## src/rtl/mc_control_fsm.sv

```systemverilog
// Multi-cycle control unit: sequences fetch/decode/execute/memory/writeback,
// holds the NZCV flag register and applies conditional execution.
module mc_control_fsm (
    input  logic       clk,
    input  logic       rst_n,
    input  logic [3:0] cond,
    input  logic [1:0] op,
    input  logic [5:0] funct,
    input  logic [3:0] alu_flags,
    output logic       pc_write,
    output logic       ir_write,
    output logic       mem_write,
    output logic       reg_write,
    output logic       adr_src,
    output logic       alu_src_a,
    output logic [1:0] alu_src_b,
    output logic [1:0] result_src,
    output logic [1:0] imm_source,
    output logic [1:0] alu_control,
    output logic [3:0] flags,
    output logic [3:0] state
);

    localparam int unsigned STATE_W = 4;

    typedef enum logic [STATE_W-1:0] {
        S_FETCH  = 4'd0,
        S_DECODE = 4'd1,
        S_MEMADR = 4'd2,
        S_MEMRD  = 4'd3,
        S_MEMWB  = 4'd4,
        S_MEMWR  = 4'd5,
        S_EXEC_R = 4'd6,
        S_EXEC_I = 4'd7,
        S_ALUWB  = 4'd8,
        S_BRANCH = 4'd9
    } state_t;

    localparam logic [3:0] CMD_ADD = 4'b0100;
    localparam logic [3:0] CMD_SUB = 4'b0010;
    localparam logic [3:0] CMD_AND = 4'b0000;
    localparam logic [3:0] CMD_ORR = 4'b1100;
    localparam logic [3:0] CMD_CMP = 4'b1010;

    state_t     state_q;
    state_t     state_d;
    logic [3:0] cmd;
    logic       is_cmp_c;
    logic       cond_ok_c;
    logic [1:0] alu_op_c;
    logic       flag_we_c;
    logic       pc_write_c;
    logic       ir_write_c;
    logic       mem_write_c;
    logic       reg_write_c;
    logic       flag_n;
    logic       flag_z;
    logic       flag_c;
    logic       flag_v;

    assign cmd      = funct[4:1];
    assign is_cmp_c = (cmd == CMD_CMP);
    assign {flag_n, flag_z, flag_c, flag_v} = flags;

    // State register; unused encodings fall back to FETCH via next-state logic
    always_ff @(posedge clk or negedge rst_n) begin
        if (!rst_n) begin
            state_q <= S_FETCH;
        end else begin
            state_q <= state_d;
        end
    end

    // NZCV register, loaded on leaving an execute state when S is set or on CMP
    always_ff @(posedge clk or negedge rst_n) begin
        if (!rst_n) begin
            flags <= 4'b0000;
        end else if (flag_we_c) begin
            flags <= alu_flags;
        end
    end

    // Condition check against the stored flags
    always_comb begin
        cond_ok_c = 1'b0;
        case (cond)
            4'b0000: cond_ok_c = flag_z;
            4'b0001: cond_ok_c = !flag_z;
            4'b0010: cond_ok_c = flag_c;
            4'b0011: cond_ok_c = !flag_c;
            4'b0100: cond_ok_c = flag_n;
            4'b0101: cond_ok_c = !flag_n;
            4'b0110: cond_ok_c = flag_v;
            4'b0111: cond_ok_c = !flag_v;
            4'b1010: cond_ok_c = (flag_n == flag_v);
            4'b1011: cond_ok_c = (flag_n != flag_v);
            4'b1110: cond_ok_c = 1'b1;
            default: cond_ok_c = 1'b0;
        endcase
    end

    // ALU operation from cmd; unknown commands execute as ADD
    always_comb begin
        alu_op_c = 2'b00;
        case (cmd)
            CMD_ADD: alu_op_c = 2'b00;
            CMD_SUB: alu_op_c = 2'b01;
            CMD_AND: alu_op_c = 2'b10;
            CMD_ORR: alu_op_c = 2'b11;
            CMD_CMP: alu_op_c = 2'b01;
            default: alu_op_c = 2'b00;
        endcase
    end

    // Next-state and Moore output decode
    always_comb begin
        state_d     = S_FETCH;
        pc_write_c  = 1'b0;
        ir_write_c  = 1'b0;
        mem_write_c = 1'b0;
        reg_write_c = 1'b0;
        flag_we_c   = 1'b0;
        adr_src     = 1'b0;
        alu_src_a   = 1'b0;
        alu_src_b   = 2'b00;
        result_src  = 2'b00;
        alu_control = 2'b00;
        imm_source  = (op == 2'b11) ? 2'b00 : op;

        case (state_q)
            S_FETCH: begin
                ir_write_c = 1'b1;
                pc_write_c = 1'b1;
                alu_src_a  = 1'b1;
                alu_src_b  = 2'b10;
                result_src = 2'b10;
                state_d    = S_DECODE;
            end
            S_DECODE: begin
                alu_src_a  = 1'b1;
                alu_src_b  = 2'b10;
                result_src = 2'b10;
                if (!cond_ok_c || op == 2'b11) begin
                    state_d = S_FETCH;
                end else if (op == 2'b01) begin
                    state_d = S_MEMADR;
                end else if (op == 2'b00) begin
                    state_d = funct[5] ? S_EXEC_I : S_EXEC_R;
                end else begin
                    state_d = S_BRANCH;
                end
            end
            S_MEMADR: begin
                alu_src_b = 2'b01;
                state_d   = funct[0] ? S_MEMRD : S_MEMWR;
            end
            S_MEMRD: begin
                adr_src = 1'b1;
                state_d = S_MEMWB;
            end
            S_MEMWB: begin
                result_src  = 2'b01;
                reg_write_c = 1'b1;
            end
            S_MEMWR: begin
                adr_src     = 1'b1;
                mem_write_c = 1'b1;
            end
            S_EXEC_R, S_EXEC_I: begin
                alu_src_b   = (state_q == S_EXEC_I) ? 2'b01 : 2'b00;
                alu_control = alu_op_c;
                flag_we_c   = funct[0] || is_cmp_c;
                state_d     = is_cmp_c ? S_FETCH : S_ALUWB;
            end
            S_ALUWB: begin
                reg_write_c = 1'b1;
            end
            S_BRANCH: begin
                alu_src_a  = 1'b1;
                alu_src_b  = 2'b01;
                result_src = 2'b10;
                pc_write_c = 1'b1;
            end
            default: state_d = S_FETCH;
        endcase
    end

    // Enables are suppressed for the whole time reset is held
    assign pc_write  = pc_write_c  & rst_n;
    assign ir_write  = ir_write_c  & rst_n;
    assign mem_write = mem_write_c & rst_n;
    assign reg_write = reg_write_c & rst_n;
    assign state     = STATE_W'(state_q);

endmodule
```

## config.mk

```make
export PLATFORM = sky130hd
export DESIGN_NAME = mc_control_fsm
export DESIGN_NICKNAME = d
export VERILOG_FILES = /design/src/rtl/mc_control_fsm.sv
export SDC_FILE = /design/constraint.sdc
export NUM_CORES = 1
export LEC_CHECK = 0
export CORE_MARGIN = 3
export CORE_UTILIZATION = 40
export CTS_BUF_LIST = sky130_fd_sc_hd__clkbuf_8
export DETAILED_ROUTE_END_ITERATION = 16
export HOLD_SLACK_MARGIN = 0.12
export PLACE_DENSITY = 0.86
export SYNTH_ARGS = -nofsm -noshare
export SYNTH_HDL_FRONTEND = slang
export SYNTH_SLANG_ARGS = --single-unit
```

## constraint.sdc

```tcl
create_clock -name clk -period 3.5 [get_ports clk]
set_input_delay 0.875 -clock clk [delete_from_list [all_inputs] [get_ports clk]]
set_output_delay 0.875 -clock clk [all_outputs]
set_load 0.01 [all_outputs]
```

==> summary.md, run 1 <==
| Metric | Value |
|---|---|
| Core area | 0.00140 mm2 |
| Number of flops mapped to enable cells by yosys | 0 |
| First DRT Iteration DRCs | 5 |
| Total GRT Usage | between 20% and 30% |
| Status | finished clean |
| Synth async-reset ratio | 100% |
| First-pass GRT wire length | between 3000 and 4000 um |
| Rel. slew slack | slightly below 70% |
| Initial antenna violation count | 0 |
| Final Hold Fails | 0 |
| Power Total | 0.000686 W |
| Peak Freq | 303 MHz |
| Mean number of vias per cell | roughly 5.6 |
| Area leader, netlist | dfrtp_1 |
| Pwr per Cell Area | 628 mW/mm2 |
| GPL Wtd Cong | 0.824 |
| Yosys reg bits | 8 |
| Cts bufs inserted | 3 |
| DRC errors left | 0 |
| Critical Path AT | between 2 and 2.5 ns |
| Number of max-cap violations | 0 |
| Nets | 138 |
| Post-CTS sizing | 0 |
| Drt first pass iters | 4 |
| Cells after Synth | slightly below 80 |
| Pin count of the biggest net entering global routing | 16 |
| Port Buffer Count | 39 |
| Setup bufs post-CTS | 0 |
| Sequential fraction of the synthesis area | 30.9% |
| Most used flip-flop cell after synthesis | dfrtp_1 |
| H-tree Lvls | 1 |
| Worst skew pair latency | about 0.23 ns |
| Die area | 0.00214 mm2 |
| Cell with the most instances after synthesis | nor2_1 |
| Hold WC Path Type | reg -> reg |
| Final HPWL DP | 1620 um |
| Pleak | 0.449 nW |
| Top post-synthesis cells by area | dfrtp_1 31%, mux2_2 8.7%, nor2_1 5.2%, nor2b_1 3.9%, nand2_1 3.5% |
| Reg clk slew, reported paths | about 0.04 ns |
| Final WL | 1980 um |
| DIE HEIGHT | between 40 and 50 um |
| WHS | 0.536 ns |
| Worst slew pin tran | 0.462 ns |
| Synth Warn # | 0 |
| Final Setup Violations | 0 |
| Synth top area share | 30.9% |
| # diodes | 0 |
| Worst endpoint required time | roughly 2.6 ns |
| Max VDD drop | around 0.63 mV |
| Fin crit period | 3.30 ns |
| Max Clock Skew | 0.00563 ns |
| Vias in the first global route | 709 |
| Post-route clock period utilization | 94.2% |
| RSZ-0062 raised after global routing | false |
| Crit path capture type | output port |
| Grt ovf | 0 |
| I/O pins | 40 |
| Clk root buf | clkbuf_8 |
| Commonest cells post-synth | 9 x nor2_1, 8 x dfrtp_1, 6 x nand2_1, 5 x mux2_2 |
| Die extent in x | 46.2 um |
| Worst-case clock buffer depth | 2 |
| Total number of vias | 741 |
| Rows | 13 |
| Routed Antenna Nets | 0 |
| Synthesized area | 647 um2 |
| Setup tns final | 0 ns |
| TritonCTS clock tree | built |
| Avg Cell Area, Syn | 8.29 um2 |
| Clock sinks | 8 |
| Worst setup SP type | input port |
| CTS hold repair buffers | 0 |
| Critical Setup Path Class | in -> out |
| Ratio of cells with drive above 1 in the final layout | 10.2% |
| Unique masters post-synth | 32 |
| Final Max Tran Viols | 0 |
| Maximum fanout along the worst path | 3 |
| P&R area growth vs syn | 68.9% |
| Drt wl/cell | 14.9 um |
| Syn Nets | 96 |
| Starting Density | 46.2% |
## cells in the final DEF, fill, tap and decap left out, drive strengths merged, types with 3 or more instances in the layout
master	n
o21ai	3
nor2b	4
o22ai	3
and3	3
inv	4
clkbuf	3
nand2	6
mux2	5
or4	3
dfrtp	8
nor2	9
clkdlybuf4s50	39
nand2b	3
o211ai	3
## stage by stage
stage	area (um2)	util, %	setup slack [ns]	cells
2_1_floorplan	647	-	1.18	78
3_3_place_gp	1050	75.1	0.242	130
3_5_place_dp	1050	75.1	0.210	130
4_1_cts	1090	78.1	0.201	133
5_1_grt	1090	78.1	0.132	133
6_report	1090	78.1	0.202	133
## critical path, cell delays in order
cell             delay (ns)
clkdlybuf4s50_1        0.51
mux2_2                 0.34
nor3_1                 0.13
clkdlybuf4s50_1        0.56
## final timing paths
kind | startpoint | end | slack, ns | depth (start not counted)
worst max-delay path | funct[2] | alu_control[0] | 0.20 | 4
worst min-delay path | flags[1] | flags[1] | 0.54 | 1
worst max register to register | flags[3] | state[0] | 1.75 | 5
worst min register to register | flags[1] | flags[1] | 0.54 | 1
max in group asynchronous | rst_n | state[3] | 2.33 | 2
min in group asynchronous | rst_n | state[2] | 1.04 | 2
## area by class of cell
class,instances,area [um2]
flip-flops and latches,8,200
fillers,91,307
repair buffers,40,398
well taps,15,18.8
clock buffers,3,41.3
multi-input cells,63,419
inverters,4,15.0
## routing by layer
metal / global-route usage [%] / share of wire (%)
met5: 0 / 0
met1: 27.7 / 41
met3: 5.08 / 3.4
met4: 8.52 / 1.3
met2: 33.5 / 55
## sequential cells by signal, indices dropped and copies added, names as in the netlist
| register | cells |
|---|---|
| flags | 4 |
| state | 4 |
## power by group
group          internal, W  switching [W]
clock            0.0000745      0.0000365
combinational     0.000225       0.000165
sequential        0.000124      0.0000615
total             0.000423       0.000263
## cells by family after synthesis
family	count (synthesis)	synth area share, %
compound gates	18	20.9
xor+xnor	3	4.06
buf+inv	7	4.25
flops	8	30.9
mux	6	10.3
simple gates	36	29.6
No activity file was read; power rests on OpenSTA's default activity.
==> run 2: changes to the inputs <==
--- a/config.mk
+++ b/config.mk
@@ -9,6 +9,7 @@
 export CORE_UTILIZATION = 40
 export CTS_BUF_LIST = sky130_fd_sc_hd__clkbuf_8
 export DETAILED_ROUTE_END_ITERATION = 16
+export GPL_TIMING_DRIVEN = 0
 export HOLD_SLACK_MARGIN = 0.12
 export PLACE_DENSITY = 0.86
 export SYNTH_ARGS = -nofsm -noshare
==> summary.md, run 2 (synthesis gave the netlist of run 1 again) <==
| Metric | Value |
|---|---|
| Clk pwr share | 15.5% (-0.7 points) |
| Number of max-cap violations | 0 (unchanged) |
| Worst setup SP type | input port |
| Routed Antenna Nets | 0 (unchanged) |
| P&R area growth vs syn | 69.6% |
| First-pass GRT wire length | 3370 um (+4.7%) |
| Starting Density | 46.2% (unchanged) |
| H-tree Lvls | 1 (unchanged) |
| Total number of vias | 758 (+2.3%) |
| Sequential power share | 24.7% (-2.3 points) |
| Global routing met2 resource utilization | 38.7% (+5.2 points) |
| Setup bufs post-CTS | 0 (unchanged) |
| Reg clk slew, reported paths | 0.04 ns (about the same) |
| Pin count of the biggest net entering global routing | 12 (-4) |
| TritonCTS clock tree | built |
| Core area | 0.00140 mm2 (unchanged) |
| Max Clock Skew | 0.00142 ns (-0.00421 ns) |
| Rows | 13 (unchanged) |
| Sw Pwr | 0.000266 W (+1.3%) |
| Worst-case clock buffer depth | 2 (unchanged) |
| Inst Count DP | 132 (+1.5%) |
| Final WL | 2120 um (+6.7%) |
| Peak Freq | 300 MHz (-1.1%) |
| Final Setup Violations | 0 (unchanged) |
| # diodes | 0 (unchanged) |
| DIE HEIGHT | 46.2 um (unchanged) |
| GRT met3 Usage | 5.86% (+0.78 points) |
| Rel. slew slack | 71.6% (+2.4 points) |
| Dpl ws | 0.141 ns (-0.0686 ns) |
| Grt ovf | 0 (unchanged) |
| CTS hold repair buffers | 0 (unchanged) |
| Max VDD drop | 0.422 mV (-33%) |
| Setup slack after layout | 0.166 ns (-0.0350 ns) |
| Die area | 0.00214 mm2 (unchanged) |
| Pleak | 0.452 nW (+0.62%) |
| Hold WC Path Type | reg -> reg |
| Worst skew pair latency | 0.23 ns (about the same) |
| RSZ-0062 raised after global routing | false |
| Pwr per Cell Area | 633 mW/mm2 (+0.76%) |
| Net Sw Frac | 38.3% (about the same) |
| Critical Setup Path Class | in -> out |
| Final HPWL DP | 1680 um (+3.8%) |
| Post-CTS sizing | 0 (unchanged) |
| Drt first pass iters | 4 (unchanged) |
| Post-route clock period utilization | 95.2% (+1.0 points) |
| Setup tns final | 0 ns (unchanged) |
| Layout Cells excl Fill | 135 (+1.5%) |
| Most frequent cells in the layout | 39 x clkdlybuf4s50_1, 9 x nor2_1, 8 x dfrtp_1 |
| Final Hold Fails | 0 (unchanged) |
| Final core area utilization | 78.4% (+0.36 points) |
| Met1 Usage GRT | 26.8% (-0.91 points) |
| Total GRT Usage | 22.2% (+0.91 points) |
| Vias in the first global route | 726 (+2.4%) |
| Fin crit period | 3.33 ns (+0.0350 ns) |
| Cts bufs inserted | 3 (unchanged) |
| Drt wl/cell | 15.7 um (+5.1%) |
| Final Max Tran Viols | 0 (unchanged) |
| Crit path capture type | output port |
| Worst slew pin tran | 0.424 ns (-0.0377 ns) |
| GPL Wtd Cong | 0.844 (+2.5%) |
| Port Buffer Count | 39 (unchanged) |
| Worst endpoint required time | 2.62 ns (about the same) |
| Clock sinks | 8 (unchanged) |
| Die extent in x | 46.2 um (unchanged) |
| Mean number of vias per cell | 5.61 (+0.78%) |
| Internal power | 0.000428 W (+1.2%) |
| Critical Path AT | 2.46 ns (+0.04 ns) |
| DRC errors left | 0 (unchanged) |
| Initial antenna violation count | 0 (unchanged) |
| Gate power share | 59.8% (+3.0 points) |
| Maximum fanout along the worst path | 4 (+1) |
| Busiest grt layer | met2 |
| Ratio of cells with drive above 1 in the final layout | 10.0% (-0.17 points) |
| First DRT Iteration DRCs | 17 (+12) |
| Clk root buf | clkbuf_8 |
| Nets | 140 (+1.4%) |
| Status | finished clean |
| Filler Cell Count | 98 (+7.7%) |
| Most common cell after layout, fill and taps aside | clkdlybuf4s50_1 |
| I/O pins | 40 (unchanged) |
run 2: cell count changes in the layout (fill, tap and decap cells not counted), sizes merged:
| cell | before | now |
|---|---|---|
| clkbuf | 3 | 5 |
run 2: through the flow:
stage	power, W	instance area, um2	hold WS [ns]
4_1_cts	0.000698	1100	0.538
3_5_place_dp	0.000584	1060	0.530
6_report	0.000695	1100	0.538
3_3_place_gp	0.000569	1060	0.526
2_1_floorplan	0.000365	647	0.563
5_1_grt	0.000743	1100	0.561
run 2: routing by layer:
metal  share of wire, %  vias to the layer above
li1                   -                      374
met5                  0                        -
met1                 40                      365
met3                4.3                        2
met4               0.80                        0
met2                 55                       17
run 2: final timing paths:
check	start	end	slack (ns)	cells after the start
max in group asynchronous	rst_n	flags[1]	2.25	1
worst max register to register	flags[3]	state[0]	1.74	5
worst min-delay path	flags[1]	flags[1]	0.54	1
worst min register to register	flags[1]	flags[1]	0.54	1
min in group asynchronous	rst_n	state[0]	0.96	1
worst max-delay path	funct[3]	alu_control[0]	0.17	5
run 2: power by group through the flow:
stage	Sequential [W]	Clock, W	Combinational, W
2_1_floorplan	0.000174	0	0.000191
3_3_place_gp	0.000167	0	0.000402
3_5_place_dp	0.000170	0	0.000414
4_1_cts	0.000170	0.000112	0.000417
5_1_grt	0.000176	0.000116	0.000450
6_report	0.000171	0.000108	0.000415
run 2: worst max-delay path: stages:
cell and delay, ns:
clkdlybuf4s50_1 0.53, nand2_1 0.07, mux2_2 0.26, nor3_1 0.15, clkdlybuf4s50_1 0.58
run 2: area by class of cell:
cell class | instances | area [um2] | area share [%]
buffer | 3 | 12.5 | 1.14
clock buffer | 3 | 41.3 | 3.76
inverter | 4 | 15.0 | 1.37
multi-input combinational | 63 | 419 | 38.2
sequential | 8 | 200 | 18.2
tap | 15 | 18.8 | 1.71
timing repair buffer | 39 | 390 | 35.6
==> run 3: changes to the inputs <==
--- a/config.mk
+++ b/config.mk
@@ -5,6 +5,7 @@
 export SDC_FILE = /design/constraint.sdc
 export NUM_CORES = 1
 export LEC_CHECK = 0
+export CAP_MARGIN = 10
 export CORE_MARGIN = 3
 export CORE_UTILIZATION = 40
 export CTS_BUF_LIST = sky130_fd_sc_hd__clkbuf_8
==> results of run 3 <==
No change in the layout: final DEF, timing and power equal those of run 2.
